`src/rtl/perceptron_pkg.sv`:
```
// Shared constants and scheduler state type for the time-multiplexed perceptron layer.
package perceptron_pkg;

   localparam int         DATA_W    = 8;
   localparam int         N_INPUTS  = 8;
   localparam logic [3:0] SLOT_BIAS = 4'd8;

   typedef enum logic [1:0] {IDLE, ISSUE, CAPT, EMIT} sched_state_t;

endpackage

```
`src/rtl/perceptron_param_rf.sv`:
```
// Per-neuron weight/bias register file: one write port, one combinational 72-bit neuron read.
module perceptron_param_rf
   import perceptron_pkg::*;
#(
   parameter int N_NEURONS = 4,
   parameter int IDX_W     = 2
) (
   input  logic                         clk,
   input  logic                         rst_n,
   input  logic                         wr_en_i,
   input  logic [IDX_W-1:0]             wr_neuron_i,
   input  logic [3:0]                   wr_slot_i,
   input  logic [DATA_W-1:0]            wr_data_i,
   input  logic [IDX_W-1:0]             rd_neuron_i,
   output logic [N_INPUTS*DATA_W-1:0]   rd_weights_o,
   output logic [DATA_W-1:0]            rd_bias_o
);

   logic [N_INPUTS*DATA_W-1:0] weights_q [N_NEURONS];
   logic [DATA_W-1:0]          bias_q    [N_NEURONS];

   // Slots above the bias slot are never stored; the caller also filters them.
   always_ff @(posedge clk or negedge rst_n) begin
      if (!rst_n) begin
         for (int n = 0; n < N_NEURONS; n++) begin
            weights_q[n] <= '0;
            bias_q[n]    <= '0;
         end
      end else if (wr_en_i) begin
         if (wr_slot_i == SLOT_BIAS) begin
            bias_q[wr_neuron_i] <= wr_data_i;
         end else if (!wr_slot_i[3]) begin
            weights_q[wr_neuron_i][int'(wr_slot_i[2:0])*DATA_W +: DATA_W] <= wr_data_i;
         end
      end
   end

   assign rd_weights_o = weights_q[rd_neuron_i];
   assign rd_bias_o    = bias_q[rd_neuron_i];

endmodule

```
`src/rtl/perceptron_layer_sched.sv`:
```
// Sequences one input frame through a shared external perceptron, once per neuron,
// and streams one result per neuron out on a valid/ready port.
module perceptron_layer_sched
   import perceptron_pkg::*;
#(
   parameter int N_NEURONS = 4,
   parameter int IDX_W     = (N_NEURONS > 1) ? $clog2(N_NEURONS) : 1
) (
   input  logic               clk,
   input  logic               rst_n,
   input  logic               cfg_we,
   input  logic [IDX_W-1:0]   cfg_neuron,
   input  logic [3:0]         cfg_slot,
   input  logic [7:0]         cfg_data,
   output logic               cfg_drop,
   input  logic               in_valid,
   output logic               in_ready,
   input  logic [7:0]         in_vec,
   output logic               out_valid,
   input  logic               out_ready,
   output logic [7:0]         out_data,
   output logic [IDX_W-1:0]   out_idx,
   output logic               out_last,
   output logic [7:0]         pe_in,
   output logic [63:0]        pe_weights,
   output logic [7:0]         pe_bias,
   input  logic [7:0]         pe_out,
   output logic               busy,
   output logic [1:0]         dbg_state
);

   // Handshake: a transfer happens on a rising edge where valid and ready are both high;
   // out_valid and its payload hold until that edge, in_ready is high only while idle.

   localparam logic [IDX_W:0]   N_CNT    = (IDX_W+1)'(N_NEURONS);
   localparam logic [IDX_W-1:0] LAST_IDX = IDX_W'(N_NEURONS - 1);

   sched_state_t     state_q, state_d;
   logic [IDX_W-1:0] idx_q, idx_d;
   logic [7:0]       pe_in_q, pe_in_d;
   logic [7:0]       out_data_q, out_data_d;
   logic [IDX_W-1:0] out_idx_q, out_idx_d;
   logic             out_last_q, out_last_d;
   logic             cfg_drop_q, cfg_drop_d;
   logic             neuron_ok, rf_we;

   assign neuron_ok  = {1'b0, cfg_neuron} < N_CNT;
   assign rf_we      = cfg_we && (state_q == IDLE) && neuron_ok && (cfg_slot <= SLOT_BIAS);
   assign cfg_drop_d = cfg_we && ((state_q != IDLE) || !neuron_ok);

   perceptron_param_rf #(
      .N_NEURONS (N_NEURONS),
      .IDX_W     (IDX_W)
   ) u_rf (
      .clk          (clk),
      .rst_n        (rst_n),
      .wr_en_i      (rf_we),
      .wr_neuron_i  (cfg_neuron),
      .wr_slot_i    (cfg_slot),
      .wr_data_i    (cfg_data),
      .rd_neuron_i  (idx_q),
      .rd_weights_o (pe_weights),
      .rd_bias_o    (pe_bias)
   );

   always_ff @(posedge clk or negedge rst_n) begin
      if (!rst_n) begin
         state_q    <= IDLE;
         idx_q      <= '0;
         pe_in_q    <= '0;
         out_data_q <= '0;
         out_idx_q  <= '0;
         out_last_q <= 1'b0;
         cfg_drop_q <= 1'b0;
      end else begin
         state_q    <= state_d;
         idx_q      <= idx_d;
         pe_in_q    <= pe_in_d;
         out_data_q <= out_data_d;
         out_idx_q  <= out_idx_d;
         out_last_q <= out_last_d;
         cfg_drop_q <= cfg_drop_d;
      end
   end

   always_comb begin
      state_d    = state_q;
      idx_d      = idx_q;
      pe_in_d    = pe_in_q;
      out_data_d = out_data_q;
      out_idx_d  = out_idx_q;
      out_last_d = out_last_q;
      case (state_q)
         IDLE: begin
            if (in_valid) begin
               pe_in_d = in_vec;
               idx_d   = '0;
               state_d = ISSUE;
            end
         end
         ISSUE: state_d = CAPT;
         // pe_out now reflects the operands driven during ISSUE.
         CAPT: begin
            out_data_d = pe_out;
            out_idx_d  = idx_q;
            out_last_d = (idx_q == LAST_IDX);
            state_d    = EMIT;
         end
         EMIT: begin
            if (out_ready) begin
               if (idx_q == LAST_IDX) begin
                  state_d = IDLE;
               end else begin
                  idx_d   = idx_q + IDX_W'(1);
                  state_d = ISSUE;
               end
            end
         end
         default: state_d = IDLE;
      endcase
   end

   assign in_ready  = (state_q == IDLE);
   assign out_valid = (state_q == EMIT);
   assign busy      = (state_q != IDLE);
   assign out_data  = out_data_q;
   assign out_idx   = out_idx_q;
   assign out_last  = out_last_q;
   assign pe_in     = pe_in_q;
   assign cfg_drop  = cfg_drop_q;
   assign dbg_state = state_q;

endmodule

```
`config.mk`:
```
export PLATFORM = sky130hd
export DESIGN_NAME = perceptron_layer_sched
export DESIGN_NICKNAME = d
export VERILOG_FILES = /design/src/rtl/perceptron_pkg.sv /design/src/rtl/perceptron_param_rf.sv /design/src/rtl/perceptron_layer_sched.sv
export SDC_FILE = /design/constraint.sdc
export NUM_CORES = 1
export LEC_CHECK = 0
export CAP_MARGIN = 10
export CORE_AREA = 2 2 142 178
export CTS_BUF_LIST = sky130_fd_sc_hd__clkbuf_16
export CTS_CLUSTER_DIAMETER = 60
export DETAILED_ROUTE_END_ITERATION = 16
export DIE_AREA = 0 0 144 180
export PLACE_DENSITY = 0.82
export SKIP_CTS_REPAIR_TIMING = 1
export SYNTH_ARGS = -nofsm -noshare
export SYNTH_HDL_FRONTEND = slang
export SYNTH_SLANG_ARGS = --single-unit
```
`constraint.sdc`:
```
create_clock -name clk -period 3.1 [get_ports clk]
set_input_delay 0.31 -clock clk [delete_from_list [all_inputs] [get_ports clk]]
set_output_delay 0.31 -clock clk [all_outputs]
set_load 0.005 [all_outputs]
```
[Yosys cells after proc, flatten, opt, wreduce, memory -nomap -nowiden]
Index checks and enable logic that the tools add are counted.
Storage, ports and cells
  flip-flop bits (word level): 312
  bits in latches: 0
  RAM bits: 0
  memory bits (read-only): 0
  bits of input ports: 35
  output and inout port bits: 97
  word-level logic and storage cells: 67
  memories kept: 0
Operators by class
  add/subtract/negate cells: 2
  $mul: 0
  div/mod/pow operators: 0
  order comparisons: 4
  equality and inequality tests: 8
  shifts and indexed selects: 2
  muxes and demuxes: 20
  bitwise gates (word level): 4
  reductions and logical operators: 12
Operator list (count)
  bitwise mux 256 bit: 1
  two-way mux 64 bit: 3
  binary-select mux 64 bit (select 2 bit): 1
  demux 64 bit (select 2 bit): 1
  variable shift 8 x 33 -> 64 bit (first input constant): 1
  variable part select 8 x 33 -> 64 bit: 1
  negator 6 -> 33 bit: 1
  bitwise mux 32 bit: 1
  two-way mux 8 bit: 3
  binary-select mux 8 bit (select 2 bit): 1
  demux 8 bit (select 2 bit): 1
  two-way mux 2 bit: 5
  case mux 2 bit (4 select lines): 1
  equality test 2 bit (second input constant): 3
  greater-or-equal comparator 3 bit (second input constant): 2
  NOT 2 -> 3 bit: 2
  AND reduction 2 bit: 3
  equality test 4 bit (second input constant): 1
  <= comparator 4 bit (second input constant): 1
  logical AND 1 bit: 4
  != test 2 bit (second input constant): 2
  case mux 2 bit (2 select lines): 1
  AND reduction 4 bit: 1
  nonzero test 2 bit: 2
  8 further kinds: 9

[Longest topological paths before layout]
Gate-level depths: netlist of run 1.
  word-level depth: 6
  gate-level depth with buffers: 10
  mapped depth without buffers: 6

[By module]
Synthesis of run 1 repeated with hierarchy kept, for this count alone.
Unflattened totals
  cell total of the unflattened synthesis: 882
  area, all modules: 14136.1 µm²
Modules (own cells, without submodules)
  perceptron_param_rf: instances 1, cells each 808, area an instance 13055.0 µm², seq. area each 7206.9 µm²
  perceptron_layer_sched: instances 1, cells each 74, area an instance 1081.0 µm², seq. area each 600.6 µm²

[Worst setup path after synthesis of run 1]
Ideal clock, no wire load.
  path kind: input to register
  from: in cfg_slot[0]
  to: reg u_rf.weights_q[112] (netlist bit)
  library setup time: 0.125 ns
  arrival: 2.684 ns
  required time: 2.975 ns
  path slack: 0.292 ns
  cell stages on the path: 9
  path buffers: 4
  cells stage by stage: buf_2 > clkbuf_1 > inv_1 > ha_1 > ha_1 > buf_2 > buf_2 > nor4_4 > mux2_2
On the way
  longest elaborated chain between the ends: 5
  elaborated cells between the ends (all ways): 11
  those cells by class: 1 x add/sub; 1 x order compare; 1 x eq/ne; 2 x shift; 3 x mux; 1 x bitwise; 2 x reduce/logical
Ends and longest elaborated chain
  start: declaration: line perceptron_layer_sched.sv:13  | input logic [3:0] cfg_slot,
  negator 6 -> 33 bit: line perceptron_param_rf.sv:33  | weights_q[wr_neuron_i][int'(wr_slot_i[2:0])*DATA_W +: DATA_W] <= wr_data_i;
  variable shift 8 x 33 -> 64 bit: line perceptron_param_rf.sv:33
  two-way mux 64 bit (implied by the code): line perceptron_param_rf.sv:33
  demux 64 bit (select 2 bit): line perceptron_param_rf.sv:33
  bitwise mux 256 bit: line perceptron_param_rf.sv:33
  end signal: indexed assignment: line perceptron_param_rf.sv:33
  end: declaration: line perceptron_param_rf.sv:19  | logic [N_INPUTS*DATA_W-1:0] weights_q [N_NEURONS];
Several ways; a longest one is shown, not always the timed one.
A chain may end at the register's enable or synchronous reset.

[Worst setup path after layout of run 1]
  from: reg idx_q[1]
  to: out pe_weights[28]
On the way
  longest elaborated chain between the ends: 4
Ends and longest elaborated chain
  start: declaration: line perceptron_layer_sched.sv:39  | logic [IDX_W-1:0] idx_q, idx_d;
  start signal: assignment: line perceptron_layer_sched.sv:77  | idx_q <= idx_d;
  NOT 2 -> 3 bit (implied by the code): line perceptron_param_rf.sv:38  | assign rd_weights_o = weights_q[rd_neuron_i];
  binary-select mux 64 bit (select 2 bit): line perceptron_param_rf.sv:38
  two-way mux 64 bit (implied by the code) (2 in series): line perceptron_param_rf.sv:38
  end: declaration: line perceptron_layer_sched.sv:25  | output logic [63:0] pe_weights,
No other way between the ends. The select of a mux whose other input is x is not followed.

==> results.md, run 1 <==
* Period utilization at 95.4%
* Largest net degree at the start of global routing at around 90
* Setup ws final at between 0.1 and 0.15 ns
* Port buffer count at around 130
* DP Cell Count at between 1000 and 1500
* Worst-Skew Late Latency at ~0.56 ns
* Core area at approximately 24000 µm²
* Library cell with the highest instance count after synthesis: dfrtp_1
* Final hold vios at 0
* FF+latch count, synth at roughly 310
* P_int at between 7 and 8 mW
* Vias/cell at approximately 5.9
* Reg-to-reg startpoint: dbg_state[0]
* RSZ-0062 raised after global routing: no
* Post-DP HPWL at ~20000 µm
* WP data required at about 2.8 ns
* Combinational Power Share at between 20% and 30%
* Distinct cells, synth at 34
* Clock Tree Buf Depth at 3
* Flop pwr share at between 40 and 50%
* Avg Inst Size Synth at about 16 µm²
* First-pass GRT wire length at about 50000 µm
* CTS buffer count at 30
* Yosys top cell by area: dfrtp_1
* Synth top cells by count: 312 x dfrtp_1, 307 x mux2_2, 72 x mux4_2
* Switching power share of the total at about a quarter
* Synth async-reset ratio at 100%
* Ports at 132
* Synth Cell Area at about 14000 µm²
* Syn. warnings at 0
* Cell area after layout at roughly 17000 µm²
* Initial Utilization at 58.9%
* Clock share of power at between 30% and 40%
* Global route overflow at 0
* Least-Margin Pin Slew at 0.753 ns
* EDFF count, synth at 0
* Final Util at 71.1%
* Non-Filler Instances at about 1400
* Worst Setup Start Kind: register
* Post-synthesis cell count at 881
* Remaining DRCs at 0
* Min-Delay Path Class: primary input to asynchronous set/reset pin
* Vias in the first global route at roughly 9000
* Global routing's busiest layer: met2
* Drt initial violations at roughly 370
* Synth-to-layout area growth at 20.6%
* Final nets at ~1100
* DIE WIDTH at 144 µm
* R2R depth at 6
* Fmax achieved at between 300 and 400 MHz
* Sequential-to-total area share from yosys stat at between 50% and 60%
* Total GRT Usage at between 20% and 30%
* Syn nets at 926
* CP max FO at 43
* Met3 track demand over resource at approximately 3.6%
* Std-Cell Rows at 64
* Sink Count at approximately 310
* Met1 usage in global routing at roughly a third
* NetSw at roughly 2.7 mW
* Slew Viols, Final at 0
* Min Tclk post-route at 2.96 ns
* Clk pin slew, worst setup/hold paths at 0.06 ns
* Die ar. at 25900 µm²
* Total Power Consumption at between 10 and 15 mW
* WL final at between 30000 and 40000 µm
* TritonCTS clock tree: built
* Final Setup Violations at 0
* DP Area at 16200 µm²
* Die Y at between 150 and 200 µm
* Avg WL per Cell at 22.2 µm
* Grt met2 use at ~43%
* Top_reg_cell synth: dfrtp_1
* Crit path kind: register to output pin
* Reg2reg setup slack at ~0.8 ns
* Status: finished, final reports clean
* Root Driver: clkbuf_16
* Final ANT Viol Nets at 0
* Initial antenna violation count at 1
* Pre-Repair DR Iteration Count at 4
* Vias at between 8000 and 9000
* Min Hold Slack at 0.333 ns
* Routability cong. at 0.811
* Critical path arrival at about 2.7 ns
* Setup_tns at 0 ns
* Pwr Density at slightly above 600 nW/µm²
* DP Worst Slack at around 0.14 ns
* Total of max-cap violations at 0
* Worst VDD drop at a little under 500 µV
* Synth area leaders: dfrtp_1 55%, mux2_2 24%, mux4_2 11%
* Leak at 8.04 nW
* Slew headroom at around half
* Worst r2r dst: u_rf.weights_q[4]
* Area share of the largest cell type after synthesis at approximately 55%
* Critical Path Sink Type: output pin
* H-tree Lvls at 1
* Final Skew at roughly 0.022 ns
* Layout cells sized above 1 at between 40% and 50%
power groups by stage:
stage	Clock, mW	Combinational [mW]	Sequential, mW
global placement	0	2.16	4.70
global route	3.90	2.34	4.69
CTS	3.72	2.20	4.64
floorplan	0	1.33	4.61
finish	3.65	2.17	4.64
detailed placement	0	2.19	4.71
sequential cells by signal (all words and copies together) (netlist names):
| signal | count |
|---|---|
| cfg_drop | 1 |
| dbg_state | 2 |
| idx_q | 2 |
| out_data | 8 |
| out_idx | 2 |
| out_last | 1 |
| pe_in | 8 |
| u_rf.bias_q | 32 |
| u_rf.weights_q | 256 |
worst max path at each step:
| stage | startpoint | to | slack (ns) | cells past startpoint |
|---|---|---|---|---|
| 2_1_floorplan | cfg_slot[0] | u_rf.weights_q[112] | 0.29 | 9 |
| 3_3_place_gp | cfg_slot[0] | u_rf.weights_q[6] | 0.21 | 7 |
| 3_5_place_dp | cfg_slot[0] | u_rf.weights_q[1] | 0.14 | 7 |
| 4_1_cts | idx_q[1] | pe_weights[60] | 0.09 | 3 |
| 5_1_grt | idx_q[1] | pe_weights[57] | 0.06 | 3 |
| 6_report | idx_q[1] | pe_weights[28] | 0.14 | 3 |
placed cells by master (no fill, tap or decap), types with 3 or more instances in the layout:
master / instances
nor2b_1: 8
buf_12: 5
and3_1: 8
o31ai_4: 3
mux4_2: 72
nand4_1: 7
clkinv_2: 6
o41ai_1: 3
or2_2: 3
clkbuf_16: 31
nor4_4: 12
dfrtp_1: 310
or3_1: 4
nand2_1: 5
clkinv_1: 9
ha_1: 10
and2_1: 13
inv_1: 11
bufinv_16: 4
buf_4: 54
nor3_2: 13
clkdlybuf4s50_1: 130
mux2_2: 307
and3b_1: 3
nor2_1: 5
area by class of cell:
type	instances	area [µm²]
Antenna cell	1	2.50
Clock buffer	31	776
Clock inverter	25	214
Fill cell	1599	7010
Inverter	7	26.3
Multi-Input combinational cell	493	6170
Sequential cell	312	7820
Tap cell	330	413
Timing Repair Buffer	191	1830
layer usage:
metal | part of all wire, % | vias up
met5 | 0 | -
met4 | 2.0 | 0
met3 | 3.5 | 43
met2 | 53 | 151
met1 | 41 | 4388
li1 | - | 3599
worst max-delay path, stage by stage (launching register included):
cell,delay [ns]
dfrtp_4,0.87
buf_4,0.38
mux4_2,0.37
clkdlybuf4s50_1,0.46
cell families (layout without fill, tap and decap cells):
kind of cell	Yosys count	after routing	share of synthesized area, %
muxes	380	380	35.6
DFF	312	312	54.6
and+or+nand+nor	91	91	5.60
buffers and inverters	76	254	2.23
AOI/OAI and AO/OA	12	12	1.09
adders and majority gates	10	10	0.875
other	0	1	0
(Power assumes the default switching activity.)
==> inputs of run 2 (changes only) <==
- RECOVER_POWER: not set -> 25
==> run 2 against run 1 <==
Compared with the run above:
- final area shrank 0.26%
- die area unchanged
- via count increased by 0.29%
- critical path depth unchanged
- final cell count unchanged
- largest cell class unchanged
- highest routed layer unchanged
==> results.md, run 2 (synthesis results as in run 1) <==
* Final Setup Violations at 0
* Root Driver: clkbuf_16
* Sink Count at between 300 and 400
* Min-Delay Path Class: primary input to asynchronous set/reset pin
* Fmax achieved at 339 MHz
* Routability cong. at ~0.81
* Top cell family by delay on the critical path: flip-flops
* Worst path buffer plus inverter count at 2
* Drt initial violations at ~350
* Slew headroom at under 10%
* Vias/cell at between 5 and 6
* Worst r2r dst: u_rf.weights_q[4]
* Worst-Skew Late Latency at between 0.5 and 0.6 ns
* Final hold vios at 0
* Pre-Repair DR Iteration Count at 4
* CP max stage delay at between 0.8 and 0.9 ns
* Most common cell after layout, fill and taps aside: dfrtp_1
* Initial Utilization at about 60%
* Global route overflow at 0
* Most flop-heavy register: u_rf.weights_q
* Least-Margin Pin Slew at about 1.5 ns
* Clock Tree Buf Depth at 3
* Min Tclk post-route at a little under 3 ns
* First-pass GRT wire length at about 50000 µm
* Vias in the first global route at between 8000 and 9000
* Critical Path Sink Type: output pin
* CP max FO at 43
* Layout cells sized above 1 at 49.0%
* Pwr Density at 608 nW/µm²
* Setup_tns at 0 ns
* Crit path kind: register to output pin
* Largest registers: u_rf.weights_q x256, u_rf.bias_q x32
* TritonCTS clock tree: built
* Largest net degree at the start of global routing at 89
* Combinational Power Share at roughly a fifth
* Most frequent cells in the layout: 310 x dfrtp_1, 307 x mux2_2, 130 x clkdlybuf4s50_1
* Vias at 8205
* Period utilization at between 90% and 100%
* Die Y at between 150 and 200 µm
* Total GRT Usage at between 20% and 30%
* R2R depth at 6
* H-tree Lvls at 1
* Leak at approximately 8 nW
* Avg WL per Cell at between 20 and 25 µm
* Initial antenna violation count at 1
* Port buffer count at 131
* WL final at between 30000 and 40000 µm
* Crit path launch: idx_q[1]
* Clock share of power at roughly a third
* Final Skew at between 0.015 and 0.02 ns
* Reg2reg setup slack at between 0.7 and 0.8 ns
* NetSw at roughly 2.7 mW
* Clk pin slew, worst setup/hold paths at roughly 0.06 ns
* Reg-to-reg startpoint: dbg_state[0]
* Worst Setup Start Kind: register
* Min Hold Slack at about 0.32 ns
* Final ANT Viol Nets at 0
* Flop pwr share at roughly 44%
* Std-Cell Rows at 64
* WP data required at about 2.8 ns
* Total of max-cap violations at 0
* Final nets at 1080
* Switching power share of the total at a little over a quarter
* Largest register FFs at approximately 260
* Post-DP HPWL at about 20000 µm
* Critical path arrival at 2.64 ns
* RSZ-0062 raised after global routing: no
* Total Power Consumption at approximately 10 mW
* Ports at 132
* Die ar. at roughly 26000 µm²
* CTS buffer count at 30
* Crit-path slowest cell: dfrtp_4
* Crit path cell chain: buf_4, mux4_2, clkdlybuf4s50_1
* Status: finished, final reports clean
* Worst VDD drop at just under 500 µV
* Synth-to-layout area growth at 20.3%
* Remaining DRCs at 0
* Slew Viols, Final at 0
* Core area at around 24000 µm²
* P_int at 7.73 mW
* DIE WIDTH at between 100 and 150 µm
run 2: routing by layer:
layer,track usage [%],part of all wire (%),up-vias
met5,0,0,-
met4,6.43,2.1,0
met2,43.0,53,147
met3,3.62,3.6,45
li1,-,-,3595
met1,33.6,41,4418
run 2: through the flow:
step           instances  setup slack [ns]  area, µm²  util, %
3_5_place_dp        1332             0.139      16200     67.0
3_3_place_gp        1332             0.213      16200     67.0
4_1_cts             1388            0.0922      17200     71.0
2_1_floorplan        881             0.292      14300        -
6_report            1390             0.148      17200     70.9
5_1_grt             1389            0.0602      17200     70.9
run 2: cell type report:
class | instances | area [µm²]
Fill cell | 1605 | 7060
Sequential cell | 312 | 7820
Clock buffer | 31 | 776
Timing Repair Buffer | 191 | 1790
Clock inverter | 25 | 214
Multi-Input combinational cell | 493 | 6170
Inverter | 7 | 26.3
Antenna cell | 1 | 2.50
Tap cell | 330 | 413
run 2: worst max-delay path by stage:
stage                     slack (ns)                  end  cells after the start
final                           0.15       pe_weights[28]                      3
after global routing            0.06       pe_weights[57]                      3
after CTS                       0.09       pe_weights[60]                      3
after detailed placement        0.14    u_rf.weights_q[1]                      7
after global placement          0.21    u_rf.weights_q[6]                      7
after floorplan                 0.29  u_rf.weights_q[112]                      9
run 2: power groups by stage:
stage,clock network (mW),logic (mW),registers (mW)
2_1_floorplan,0,1.33,4.61
3_3_place_gp,0,2.16,4.70
3_5_place_dp,0,2.19,4.71
4_1_cts,3.72,2.20,4.64
5_1_grt,3.90,2.33,4.69
6_report,3.65,2.16,4.64
==> inputs of run 3 (changes only) <==
- ABC_AREA: not set -> 1
- CORE_AREA: 2 2 142 178 -> 2 2 142 179
- DIE_AREA: 0 0 144 180 -> 0 0 144 181
- SETUP_SLACK_MARGIN: not set -> 0.4
==> run 3 against run 2 <==
Compared with the run above:
- the flow now finishes with violations (capacitance limit, slew limit)
- largest power group unchanged
- count of clock-buffer cells in the layout is 2 lower
- flip-flop and latch count stayed put
- first-iteration DRC count grew to 5.1 times the previous value
==> results.md, run 3 <==
* EDFF count, synth at 0
* Drt initial violations at 1800
* Top_reg_cell synth: dfrtp_1
* Worst VDD drop at approximately 440 µV
* TritonCTS clock tree: built
* Library cell with the highest instance count after synthesis: nand2_1
* Total Power Consumption at between 10 and 15 mW
* Synth async-reset ratio at between 90% and 100%
* CP max stage delay at approximately 0.60 ns
* Min Tclk post-route at 2.77 ns
* Synth top cells by count: 548 x nand2_1, 312 x dfrtp_1, 232 x nand3_1
* Min Hold Slack at 0.357 ns
* Worst-Skew Late Latency at about 0.56 ns
* Largest registers: u_rf.weights_q x256, u_rf.bias_q x32
* Area share of the largest cell type after synthesis at 54.1%
* Final hold vios at 0
* Avg Inst Size Synth at 8.20 µm²
* Period utilization at approximately nine tenths
* Least-Margin Pin Slew at between 1.5 and 2 ns
* N_diodes at 0
* Synth area leaders: dfrtp_1 54%, nand2_1 14%, nand3_1 8.0%
* Hold Path Depth at 2
* Distinct cells, synth at 22
* Initial antenna violation count at 0
* Pwr Density at about 700 nW/µm²
* Final Setup Violations at 0
* Core area at between 20000 and 25000 µm²
* Routability cong. at roughly 0.90
* Clock Tree Buf Depth at 3
* Remaining DRCs at 0
* Initial Utilization at 59.4%
* Root Driver: clkbuf_16
* RSZ-0062 raised after global routing: yes
* Syn nets at around 1800
* Setup ws final at 0.330 ns
* Final ANT Viol Nets at 0
* Crit-path slowest cell: dfrtp_4
* Syn. warnings at 0
* Crit path kind: register to output pin
* Leak at around 9 nW
* First-pass GRT wire length at approximately 66000 µm
* WL final at around 44000 µm
* Total of max-cap violations at 1
* Vias at ~14000
* Largest net degree at the start of global routing at 147
* Global route overflow at 0
* CTS buffer count at 29
* Failing checks: capacitance limit, slew limit
* Post-DP HPWL at between 20000 and 25000 µm
* Ports at roughly 130
* Final nets at between 1500 and 2000
* Status: complete, but fails checks
* Vias in the first global route at 12800
* Vias/cell at between 6 and 7
* Die Y at approximately 180 µm
* Worst r2r dst: u_rf.bias_q[14]
* Total GRT Usage at a little under a third
* WP data required at roughly 2.8 ns
* Most frequent cells in the layout: 548 x nand2_1, 310 x dfrtp_1, 232 x nand3_1
* Slew Viols, Final at between 50 and 60
* Synth Cell Area at approximately 14000 µm²
* FF+latch count, synth at 312
* Critical path arrival at about 2.5 ns
* R2R depth at 7
* CP max FO at 22
* Largest register FFs at about 260
* Die ar. at about 26000 µm²
* Most flop-heavy register: u_rf.weights_q
* Reg2reg setup slack at just under 0.8 ns
* Critical Path Sink Type: output pin
* Yosys top cell by area: dfrtp_1
* Reg-to-reg startpoint: dbg_state[0]
* Hold Path Origin: pe_out[1]
* Hold endpoint: out_data[1]
* Synth-to-layout area growth at 21.4%
* DP Worst Slack at 0.445 ns
* Most common cell after layout, fill and taps aside: nand2_1
* Port buffer count at around 130
* Setup_tns at 0 ns
* Fmax achieved at roughly 360 MHz
* Layout cells sized above 1 at approximately 9%
* Crit path cell chain: clkinv_8, buf_16, o21ai_0, o22ai_2, clkdlybuf4s50_1
* Pre-Repair DR Iteration Count at 6
* H-tree Lvls at 1
* Sink Count at between 300 and 400
* Min-Delay Path Class: primary input to register
* Final Skew at about 0.018 ns
* Slew headroom at -1.47%
* Sequential-to-total area share from yosys stat at between 50% and 60%
* Worst Setup Start Kind: register
* Clk pin slew, worst setup/hold paths at around 0.070 ns
* Std-Cell Rows at 64
* Post-synthesis cell count at between 1500 and 2000
* DIE WIDTH at 144 µm
* Avg WL per Cell at slightly below 20 µm
## run 3: changes by cell type in the layout (fill, tap and decap cells not counted), moves of 21 or more
cell,change
nand3_1,+232
o22ai_1,+59
o21ai_1,+33
nor2_1,+173
mux4_2,-72
o21ai_0,+181
nand2_2,+21
mux2_2,-291
nand2_1,+543
## run 3: logic make-up (layout without fill, tap and decap cells)
logic type | count (synthesis) | after routing | share of synthesized area (%)
fa+ha+maj | 10 | 10 | 0.867
simple gates | 994 | 994 | 29.2
mux | 16 | 16 | 1.25
buf+inv | 137 | 277 | 3.86
flops | 312 | 312 | 54.1
compound gates | 290 | 290 | 10.7
## run 3: power breakdown
group          internal, mW  leakage, nW  switching, mW
Combinational          1.93         4.23           2.22
Clock                  1.86        0.452           1.53
Sequential             4.43         4.29          0.229
## run 3: layout make-up
cell class	count	area, µm²
multi-input combinational	1310	6140
fill	1795	6760
sequential	312	7810
tap	330	413
inverter	30	140
clock inverter	24	155
clock buffer	29	726
timing repair buffer	193	2110
timing repair inverter	1	8.76
## run 3: routing by layer
layer / global-route usage (%) / up-vias / part of all wire (%)
met1: 44.8 / 6390 / 37
li1: - / 6084 / -
met2: 50.0 / 910 / 47
met3: 4.24 / 150 / 12
met5: 0 / - / 0
met4: 11.1 / 0 / 4.1
## run 3: per-stage QoR
step | utilization, % | std cells | area [µm²]
6_report | 72.1 | 2229 | 17500
2_1_floorplan | - | 1759 | 14400
4_1_cts | 70.4 | 2213 | 17100
3_3_place_gp | 66.8 | 2160 | 16200
5_1_grt | 72.1 | 2229 | 17500
3_5_place_dp | 66.8 | 2160 | 16200
## run 3: how the worst max path moves through the flow
| stage | start | endpoint | slack (ns) | cells past startpoint |
|---|---|---|---|---|
| floorplan | cfg_slot[1] | u_rf.weights_q[134] | 1.28 | 10 |
| global placement | cfg_slot[0] | u_rf.weights_q[238] | 0.47 | 10 |
| detailed placement | cfg_slot[0] | u_rf.weights_q[238] | 0.45 | 10 |
| CTS | idx_q[0] | pe_weights[33] | 0.13 | 5 |
| global route | rst_n | idx_q[0] | 0.32 | 3 |
| finish | idx_q[0] | pe_weights[59] | 0.33 | 5 |
## run 3: critical path, delay by kind of cell, from the launching register on
family / cells / cell delay, ns
buf+inv: 3 / 0.84
flops: 1 / 0.60
compound gates: 2 / 0.45
